`src/rtl/tt_check_pkg.sv`:
```
// tt_check_pkg: shared state encoding and default sizing for the truth-table vector checker
package tt_check_pkg;
    localparam int N_IN_DEF   = 4;
    localparam int SETTLE_DEF = 3;
    localparam int NUM_VEC    = 2 ** N_IN_DEF;
    typedef enum logic [1:0] {IDLE, WAIT, SAMPLE, DONE} state_t;
endpackage

```
`src/rtl/tt_settle_timer.sv`:
```
// tt_settle_timer: up-counter that flags the last settle cycle of a held vector
module tt_settle_timer
    import tt_check_pkg::*;
#(
    parameter int SETTLE = SETTLE_DEF
) (
    input  logic clk,
    input  logic rst_n,
    input  logic i_clear,
    output logic o_expire
);
    logic [3:0] r_cnt;
    // count while enabled; clear parks the counter at 0 so each WAIT starts fresh
    always_ff @(posedge clk) begin
        if (!rst_n)       r_cnt <= 4'd0;
        else if (i_clear) r_cnt <= 4'd0;
        else              r_cnt <= r_cnt + 4'd1;
    end
    assign o_expire = (r_cnt == 4'(SETTLE - 1));
endmodule

```
`config.mk`:
```
export PLATFORM = sky130hd
export DESIGN_NAME = tt_settle_timer
export DESIGN_NICKNAME = d
export VERILOG_FILES = /design/src/rtl/tt_check_pkg.sv /design/src/rtl/tt_settle_timer.sv
export SDC_FILE = /design/constraint.sdc
export NUM_CORES = 1
export LEC_CHECK = 0
export ABC_AREA = 1
export BUFFER_PORTS_ARGS = -buffer_cell sky130_fd_sc_hd__buf_2
export CAP_MARGIN = 40
export CORE_AREA = 5 5 42 44
export DETAILED_ROUTE_END_ITERATION = 8
export DIE_AREA = 0 0 47 49
export HOLD_SLACK_MARGIN = 0.15
export SYNTH_ARGS = -nofsm -noshare
export SYNTH_HDL_FRONTEND = slang
export SYNTH_SLANG_ARGS = --single-unit
export TNS_END_PERCENT = 1
```
`constraint.sdc`:
```
create_clock -name clk -period 0.8 [get_ports clk]
set_input_delay 0.16 -clock clk [delete_from_list [all_inputs] [get_ports clk]]
set_output_delay 0.16 -clock clk [all_outputs]
set_load 0.02 [all_outputs]
```
==> results of run 1 <==
[timing repair]
item | CTS | global route
pin swaps | 2 | 0
buffers inserted | 2 | 0
setup endpoints to repair | 3 | 3
resized for setup | 5 | 0
gates cloned | 0 | 0
[stage by stage]
step | std cells | setup WS [ns] | power, mW
final | 47 | -0.3187 | 0.5049
after global routing | 47 | -0.3644 | 0.5364
after CTS | 47 | -0.3360 | 0.5221
after detailed placement | 42 | -0.1567 | 0.2517
after global placement | 42 | -0.1544 | 0.2498
after floorplan | 21 | -0.05441 | 0.2345
[cells in the final DEF (no fill, tap or decap), drive strengths merged]
| cell | synthesis | layout |
|---|---|---|
| ha | 2 | 2 |
| nand3 | 1 | 1 |
| nor2 | 5 | 5 |
| buf | 0 | 7 |
| nand4 | 1 | 1 |
| nand2 | 4 | 4 |
| clkbuf | 0 | 3 |
| dfxtp | 4 | 4 |
| inv | 3 | 3 |
| xnor2 | 1 | 1 |
[kinds of logic (layout without fill, tap and decap cells)]
kind of cell	Yosys count	count (layout)
buffers and inverters	3	13
flip-flops	4	4
XOR/XNOR	1	1
AND/OR/NAND/NOR	11	11
adder cells (fa/ha/maj)	2	2
[routing by layer]
| layer | share of wire | GRT usage | vias to the layer above |
|---|---|---|---|
| met4 | 0.046 | 0.05530 | 0 |
| met2 | 0.47 | 0.04525 | 6 |
| met5 | 0 | 0 | - |
| li1 | - | - | 84 |
| met3 | 0.095 | 0.01476 | 2 |
| met1 | 0.38 | 0.04386 | 69 |
[synthesized netlist by cell type]
cell / instances / area, µm²
ha_1: 2 / 25.02
inv_1: 3 / 11.26
nand2_1: 4 / 15.01
nor2_2: 1 / 6.260
dfxtp_1: 4 / 80.08
nand4_1: 1 / 6.260
xnor2_1: 1 / 8.760
nor2_1: 4 / 15.01
nand3_1: 1 / 5.000
[worst max-delay path, cell delays in order, from the launching register on]
cell and delay (ns):
dfxtp_2 0.32, inv_2 0.04, ha_4 0.15, nand2_4 0.05
nor2_4 0.03, buf_6 0.13
[power groups by stage]
stage	registers (mW)	clock network [mW]	logic [mW]
floorplan	0.216	0	0.0189
global placement	0.216	0	0.0337
detailed placement	0.216	0	0.0356
CTS	0.208	0.265	0.0488
global route	0.209	0.273	0.0545
finish	0.208	0.249	0.0473
[worst max path at each step]
stage,from,endpoint,slack [ns],cells after the start
after detailed placement,r_cnt[0],o_expire,-0.16,5
final,r_cnt[0],o_expire,-0.32,5
after CTS,r_cnt[0],o_expire,-0.34,5
after global routing,r_cnt[0],o_expire,-0.36,5
after floorplan,r_cnt[0],o_expire,-0.05,4
after global placement,r_cnt[0],o_expire,-0.15,5
[layout make-up]
| cell class | count | area share |
|---|---|---|
| well taps | 16 | 0.06612 |
| flip-flops and latches | 4 | 0.2810 |
| multi-input cells | 14 | 0.3595 |
| repair buffers | 7 | 0.1818 |
| inverters | 3 | 0.03719 |
| clock buffers | 3 | 0.07438 |
==> run_results.csv, run 1 <==
group,metric,value,unit
synthesis,muxShareOfSynthArea,0,
final_layout,register_area,85.08,µm²
clock_network,holdBufCountCts,0,
power,pwr-share-seq,0.413,
clock_network,worstSkewPairLatency,0.23,ns
synthesis,ys_types,9,
power,p_sw,106.0,µW
place,io_buffers,3,
grt,gr-usage-all-layers,0.03941,
worst_setup_path,crit_path_end_kind,"output pin",
place,place_congestion,0.6508,
worst_setup_path,start_kind,"flip-flop",
route,viasPerCell,3.426,
timing,fin_crit,1.119,ns
power,swShare,0.2099,
synthesis,synth_seq_cells,4,
grt,grt_pass1_vias,164,
timing,tns,-0.5676,ns
place,place_area,247.7,µm²
timing,fin_skew,0.002019,ns
worst_setup_path,worstPathMaxFanout,2,
synthesis,ys_seq_area_frac,0.4638,
final_layout,regMostFlops,"r_cnt",
timing,whs,0.2310,ns
route,wl,327,µm
flow_run,drv_cap,0,
clock_network,tritoncts,"yes",
route,drt_pre_antenna_iters,1,
timing,finalCritPeriodShare,1.398,
outcome,violations,"negative setup slack",
clock_network,cts_max_level,1,
timing,max_slew.worst_pin.slew,0.2108,ns
synthesis,synth-xor-area-share,0.05072,
synthesis,syn-num-nets,26,
min_path,hold_class,"in2reg",
route,vias,161,
clock_network,cts_buffers,3,
timing,hold_viol_final,0,
timing,slew_viol_final,0,
worst_setup_path,reg2reg_slack,-0.13,ns
min_path,holdPathStages,3,
synthesis,syn-mean-instance-area,8.222,µm²
worst_setup_path,worstSetupPathType,"reg2out",
min_path,worstHoldStart,"rst_n",
route,dr.first_iter.drc_count,0,
worst_setup_path,regToRegStartpoint,"r_cnt[0]",
route,final_antenna_net_count,0,
timing,slew_headroom,0.8593,
synthesis,yosys_warnings,0,
floorplan,fp-row-count,14,
timing,timing.fmax,893.9,MHz
timing,layout_setup_ws,-0.3187,ns
route,drcViolationCount,0,
final_layout,top_regs,"r_cnt x4",
worst_setup_path,reg2reg_to,"r_cnt[2]",
outcome,status,"complete, but fails checks",
final_layout,diodes,0,
synthesis,syn_area,172.7,µm²
power,p_leak,0.1328,nW
power,combinationalPowerShare,0.094,
floorplan,core,0.001401,mm²
timing,rsz0062_at_grt,"true",
final_layout,fill_cells,162,
route,wl_per_cell,6.957,µm
worst_setup_path,required,0.64,ns
power,power_density,1667,mW/mm²
synthesis,yosys.area_share.adder,0.1449,
grt,grt_max_degree,5,
grt,grt_overflow,0,
power,max-vdd-ir-drop,0.6237,mV
clock_network,cts.sinks,4,
floorplan,die-area,0.002303,mm²
final_layout,drive_above_1_share,0.5484,
grt,antenna_found_initial,0,
clock_network,clk_pin_slew,0.04,ns
min_path,hold_end,"r_cnt[0]",
synthesis,yosys.area_share.simple,0.2754,
final_layout,syn_to_final_growth,75.36,%
floorplan,die_x,47,µm
worst_setup_path,r2r_cells,4,
synthesis,synth_top_family_by_area,"simple AND/OR/NAND/NOR gates",
floorplan,ios,4,
final_layout,nets,38,
synthesis,netlist_instances,21,
clock_network,clockBufferDepth,2,
final_layout,largest_reg_flops,4,
floorplan,die_height,49,µm
final_layout,multiInputGateArea,108.9,µm²
grt,grt_pass1_wl,600,µm
final_layout,final_util,0.2161,
clock_network,root_buffer,"clkbuf_4",
timing,setup_viol,3,
final_layout,final_area,302.8,µm²
synthesis,synth-compound-area-share,0,
power,p_int,398.9,µW
power,clockPowerShare,0.494,
worst_setup_path,cp.arrival,0.96,ns
floorplan,start_util,0.1232,
(Power assumes the default switching activity.)
==> run 2: changes to the inputs <==
- CELL_PAD_IN_SITES_DETAIL_PLACEMENT: not set -> 1
- CELL_PAD_IN_SITES_GLOBAL_PLACEMENT: not set -> 1
- PLACE_DENSITY_LB_ADDON: not set -> 0.1
==> run 2 against run 1 <==
Net effect:
- the run still ends with negative setup slack left
- largest cell class unchanged
- non-clock buffer count did not move
- worst setup slack got worse by 0.0028 ns
- combinational power is essentially flat
- wire length increased by 15%
- clock skew increased by 0.00058 ns
- critical path depth is the same
- sequential power barely moved
- fmax decreased by 0.25%
- register-to-register slack barely moved
- critical endpoint unchanged
- core utilization stayed put
==> run_results.csv, run 2 (synthesis gave the netlist of run 1 again) <==
group,metric,value,unit
power,p_int,398.6,µW
worst_setup_path,r2r_cells,4,
power,p_sw,107.0,µW
min_path,hold_class,"in2reg",
worst_setup_path,worstPathMaxFanout,2,
min_path,worstHoldStart,"rst_n",
power,p_leak,0.1328,nW
worst_setup_path,reg2reg_to,"r_cnt[2]",
worst_setup_path,slowest_stage,"dfxtp_2",
power,pwr-share-seq,0.413,
final_layout,top_regs,"r_cnt x4",
floorplan,die-area,0.002303,mm²
worst_setup_path,start_kind,"flip-flop",
grt,grt_overflow,0,
timing,setup_viol,3,
route,drt_pre_antenna_iters,3,
worst_setup_path,slowest_delay,0.32,ns
place,place_congestion,0.6114,
timing,slew_viol_final,0,
floorplan,die_height,49,µm
final_layout,largest_reg_flops,4,
final_layout,drive_above_1_share,0.5484,
outcome,status,"complete, but fails checks",
timing,fin_crit,1.122,ns
route,wl,375,µm
floorplan,core,0.001401,mm²
floorplan,die_x,47,µm
final_layout,fin_cells,47,
worst_setup_path,cp_cell_sequence,"inv_2 -> ha_4 -> nand2_4 -> nor2_4 -> buf_6",
clock_network,cts.sinks,4,
timing,slew_headroom,0.8554,
clock_network,cts_buffers,3,
final_layout,final_cell_mix,"nand2_1, nor2_1, clkbuf_4, buf_4",
final_layout,nets,38,
route,final_antenna_net_count,0,
timing,hold_viol_final,0,
final_layout,syn_to_final_growth,75.36,%
floorplan,fp-row-count,14,
timing,finalCritPeriodShare,1.402,
route,vias,167,
worst_setup_path,required,0.64,ns
min_path,hold_end,"r_cnt[0]",
outcome,violations,"negative setup slack",
worst_setup_path,crit_family,"flip-flops",
power,clockPowerShare,0.493,
timing,timing.fmax,891.6,MHz
route,drcViolationCount,0,
final_layout,diodes,0,
place,placedCellCount,42,
timing,fin_skew,0.002594,ns
flow_run,drv_cap,0,
clock_network,tritoncts,"yes",
timing,whs,0.2468,ns
timing,max_slew.worst_pin.slew,0.2165,ns
clock_network,clk_pin_slew,0.03,ns
grt,gr-usage-all-layers,0.04859,
route,wl_per_cell,7.979,µm
min_path,holdPathStages,3,
final_layout,regMostFlops,"r_cnt",
worst_setup_path,worstSetupPathType,"reg2out",
worst_setup_path,regToRegStartpoint,"r_cnt[1]",
clock_network,holdBufCountCts,0,
floorplan,ios,4,
clock_network,cts_max_level,1,
route,viasPerCell,3.553,
power,swShare,0.2117,
floorplan,start_util,0.1232,
route,dr.first_iter.drc_count,2,
clock_network,worstSkewPairLatency,0.23,ns
worst_setup_path,crit_path_end_kind,"output pin",
grt,grt_pass1_vias,177,
timing,layout_setup_ws,-0.3216,ns
power,power_density,1670,mW/mm²
clock_network,clockBufferDepth,2,
grt,antenna_found_initial,0,
grt,grt_pass1_wl,703,µm
power,max-vdd-ir-drop,0.4700,mV
power,combinationalPowerShare,0.094,
worst_setup_path,crit_buf_inv,2,
final_layout,fill_cells,171,
place,io_buffers,3,
worst_setup_path,cp.arrival,0.96,ns
grt,grt_max_degree,5,
clock_network,root_buffer,"clkbuf_4",
worst_setup_path,reg2reg_slack,-0.13,ns
timing,rsz0062_at_grt,"true",
-- run 2: cell counts in the layout (fill, tap and decap cells not counted) --
No cell type changed its count.
-- run 2: what timing repair did --
action                     CTS  global route
buffers inserted             2             0
pin swaps                    2             0
gates resized for setup      5             0
setup endpoints to repair    3             3
-- run 2: worst max-delay path by stage --
stage | start | end | slack (ns) | depth (start not counted)
4_1_cts | r_cnt[0] | o_expire | -0.33 | 5
5_1_grt | r_cnt[0] | o_expire | -0.37 | 5
6_report | r_cnt[0] | o_expire | -0.32 | 5
3_3_place_gp | r_cnt[1] | o_expire | -0.15 | 4
2_1_floorplan | r_cnt[0] | o_expire | -0.05 | 4
3_5_place_dp | r_cnt[1] | o_expire | -0.16 | 4
-- run 2: metal layers --
layer / track usage / vias up / wire (µm)
met3: 0.02214 / 5 / 25
li1: - / 86 / -
met1: 0.05275 / 71 / 167
met5: 0 / - / 0
met4: 0.06912 / 0 / 31
met2: 0.05430 / 5 / 151
-- run 2: power by group through the flow --
| stage | sequential, mW | clock [mW] | combinational (mW) |
|---|---|---|---|
| floorplan | 0.216 | 0 | 0.0189 |
| global placement | 0.216 | 0 | 0.0361 |
| detailed placement | 0.216 | 0 | 0.0367 |
| CTS | 0.209 | 0.263 | 0.0492 |
| global route | 0.209 | 0.268 | 0.0544 |
| finish | 0.209 | 0.249 | 0.0474 |
-- run 2: layout make-up --
type	instances	area (µm²)	area share
multi-input combinational	14	108.9	0.3595
tap	16	20.02	0.06612
clock buffer	3	22.52	0.07438
sequential	4	85.08	0.2810
inverter	3	11.26	0.03719
timing repair buffer	7	55.05	0.1818
-- run 2: worst min-delay path: cells and delay by family --
kind	cells	cell delay (ns)
simple gates	2	0.21
buf+inv	1	0.07
-- run 2: stage by stage --
step / total power, mW / worst slack, ns / util / TNS [ns] / cell area, µm²
after floorplan: 0.2345 / -0.05441 / - / -0.05441 / 197.7
after global placement: 0.2517 / -0.1478 / 0.1768 / -0.1808 / 247.7
after detailed placement: 0.2524 / -0.1562 / 0.1768 / -0.1915 / 247.7
after CTS: 0.5203 / -0.3326 / 0.2161 / -0.5857 / 302.8
after global routing: 0.5314 / -0.3686 / 0.2161 / -0.7244 / 302.8
final: 0.5056 / -0.3216 / 0.2161 / -0.5591 / 302.8
==> run 3: changes to the inputs <==
- ABC_AREA: 1 -> not set
- clock period: 0.8 -> 1.2 ns (I/O delays scaled with it)
==> run 3 against run 2 <==
Net effect:
- the flow still finishes with violations (negative setup slack)
- global-route usage is 0.70 points lower
- synthesized area grew 1.4%
- sequential cell count is the same
- wire length is 12% lower
- critical endpoint unchanged
==> run_results.csv, run 3 <==
group,metric,value,unit
outcome,status,"complete, but fails checks",
outcome,violations,"negative setup slack",
synthesis,synth-compound-area-share,0,
synthesis,synth-xor-area-share,0.05000,
final_layout,syn_to_final_growth,54.29,%
worst_setup_path,slowest_delay,0.32,ns
place,place_ws,0.1295,ns
power,power_density,1212,mW/mm²
synthesis,netlist_instances,17,
timing,slew_headroom,0.9129,
synthesis,ys_types,11,
grt,grt_pass1_vias,166,
place,placedCellCount,37,
synthesis,async_reset_ff_frac,0,
floorplan,die-area,0.002303,mm²
grt,antenna_found_initial,0,
synthesis,ys_seq_area_frac,0.4571,
route,vias,146,
floorplan,ios,4,
floorplan,start_util,0.1250,
timing,fin_skew,0.002652,ns
final_layout,fin_cells,41,
route,wl,329,µm
synthesis,yosys.area_share.adder,0.1429,
flow_run,drv_cap,0,
min_path,hold_class,"in2reg",
final_layout,regMostFlops,"r_cnt",
timing,timing.fmax,792.3,MHz
worst_setup_path,crit_cells,4,
grt,grt_max_degree,4,
place,io_buffers,3,
worst_setup_path,worstPathMaxFanout,2,
final_layout,final_util,0.1929,
power,p_total,327.4,µW
final_layout,diodes,0,
synthesis,synth_common_cells,"dfxtp_1, nor2_1, ha_1",
route,drt_pre_antenna_iters,1,
synthesis,syn-mean-instance-area,10.30,µm²
synthesis,synth_ff_type,"dfxtp_1",
grt,gr-usage-all-layers,0.04158,
worst_setup_path,start_kind,"flip-flop",
final_layout,final_cell_mix,"nor2_1, clkbuf_4, buf_4",
final_layout,drive_above_1_share,0.5200,
grt,use_met2,0.05656,
floorplan,fp-row-count,14,
timing,finalCritPeriodShare,1.052,
grt,busiest_layer,"met2",
route,wl_per_cell,8.024,µm
synthesis,muxShareOfSynthArea,0.05714,
worst_setup_path,cp.arrival,1.02,ns
route,final_antenna_net_count,0,
timing,rsz0062_at_grt,"true",
grt,gr-usage-met1,0.04626,
min_path,holdPathStages,3,
synthesis,syn-num-nets,22,
floorplan,core,0.001401,mm²
timing,setup_viol,1,
clock_network,holdBufCountCts,0,
route,viasPerCell,3.561,
synthesis,synth_top_area_share,0.4571,
synthesis,synth_edf_count,0,
timing,hold_viol_final,0,
synthesis,yosys-top-cells-area,"dfxtp_1, ha_1, nor2_1",
clock_network,cts_max_level,1,
timing,slew_viol_final,0,
worst_setup_path,worstSetupPathType,"reg2out",
clock_network,clk_pin_slew,0.04,ns
synthesis,yosys_warnings,0,
worst_setup_path,slowest_stage,"dfxtp_2",
clock_network,cts_buffers,3,
clock_network,worstSkewPairLatency,0.23,ns
clock_network,root_buffer,"clkbuf_4",
route,dr.first_iter.drc_count,0,
synthesis,syn_area,175.2,µm²
worst_setup_path,crit_path_end_kind,"output pin",
timing,fin_crit,1.262,ns
power,p_leak,0.1225,nW
synthesis,synth_largest_area_cell,"dfxtp_1",
final_layout,top_regs,"r_cnt x4",
synthesis,yosys.area_share.simple,0.2714,
clock_network,clockBufferDepth,2,
final_layout,nets,32,
worst_setup_path,crit_buf_inv,2,
timing,tns,-0.06217,ns
place,place_congestion,0.6100,
worst_setup_path,crit_family,"flip-flops",
worst_setup_path,r2r_cells,4,
worst_setup_path,required,0.96,ns
floorplan,die_height,49,µm
worst_setup_path,cp_cell_sequence,"inv_2 -> ha_4 -> nor3b_2 -> buf_4",
grt,use_met3,0.01476,
floorplan,die_x,47,µm
clock_network,cts.sinks,4,
timing,max_slew.worst_pin.slew,0.1270,ns
synthesis,synth_seq_cells,4,
timing,layout_setup_ws,-0.06217,ns
grt,grt_overflow,0,
synthesis,synth.most_common_cell,"dfxtp_1",
clock_network,tritoncts,"yes",
final_layout,largest_reg_flops,4,
route,drcViolationCount,0,
synthesis,synth_top_family_by_area,"simple AND/OR/NAND/NOR gates",
power,max-vdd-ir-drop,0.5929,mV
grt,grt_pass1_wl,676,µm
## run 3: final timing paths
path                               start        to  slack (ns)
worst min-delay path             i_clear  r_cnt[1]        0.31
worst min register to register  r_cnt[0]  r_cnt[0]        0.51
worst max register to register  r_cnt[1]  r_cnt[2]        0.25
worst max-delay path            r_cnt[0]  o_expire       -0.06
## run 3: repair_timing
action                                  CTS  global route
pin swaps                                 1             0
gates resized for setup                   6             0
setup buffers                             1             0
endpoints found under the setup margin    1             1
## run 3: worst min-delay path, delay by kind of cell
| family | cells | cell delay [ns] |
|---|---|---|
| buffers and inverters | 1 | 0.09 |
| and+or+nand+nor | 2 | 0.17 |
## run 3: per-layer routing
| metal | vias up | share of wire |
|---|---|---|
| met2 | 4 | 0.50 |
| li1 | 74 | - |
| met5 | - | 0 |
| met3 | 0 | 0.10 |
| met4 | 0 | 0 |
| met1 | 68 | 0.40 |
## run 3: metrics by stage
| stage | area [µm²] | hold slack [ns] |
|---|---|---|
| CTS | 270.3 | 0.3089 |
| finish | 270.3 | 0.3143 |
| floorplan | 180.2 | 0.4056 |
| global placement | 222.7 | 0.5138 |
| detailed placement | 222.7 | 0.5186 |
| global route | 270.3 | 0.3250 |
## run 3: logic make-up after synthesis
logic type / count (synthesis)
xor+xnor: 1
fa+ha+maj: 2
buf+inv: 1
flops: 4
mux: 1
simple gates: 8
## run 3: final cells by class
class | count | area [µm²]
clock buffers | 3 | 22.52
fillers | 171 | 1131
inverters | 1 | 3.754
multi-input cells | 12 | 108.9
flip-flops and latches | 4 | 82.58
well taps | 16 | 20.02
repair buffers | 5 | 32.53
## run 3: power breakdown
group	switching [mW]	internal (mW)
sequential	0.00262	0.138
combinational	0.0113	0.0144
clock	0.0499	0.112
total	0.0638	0.264
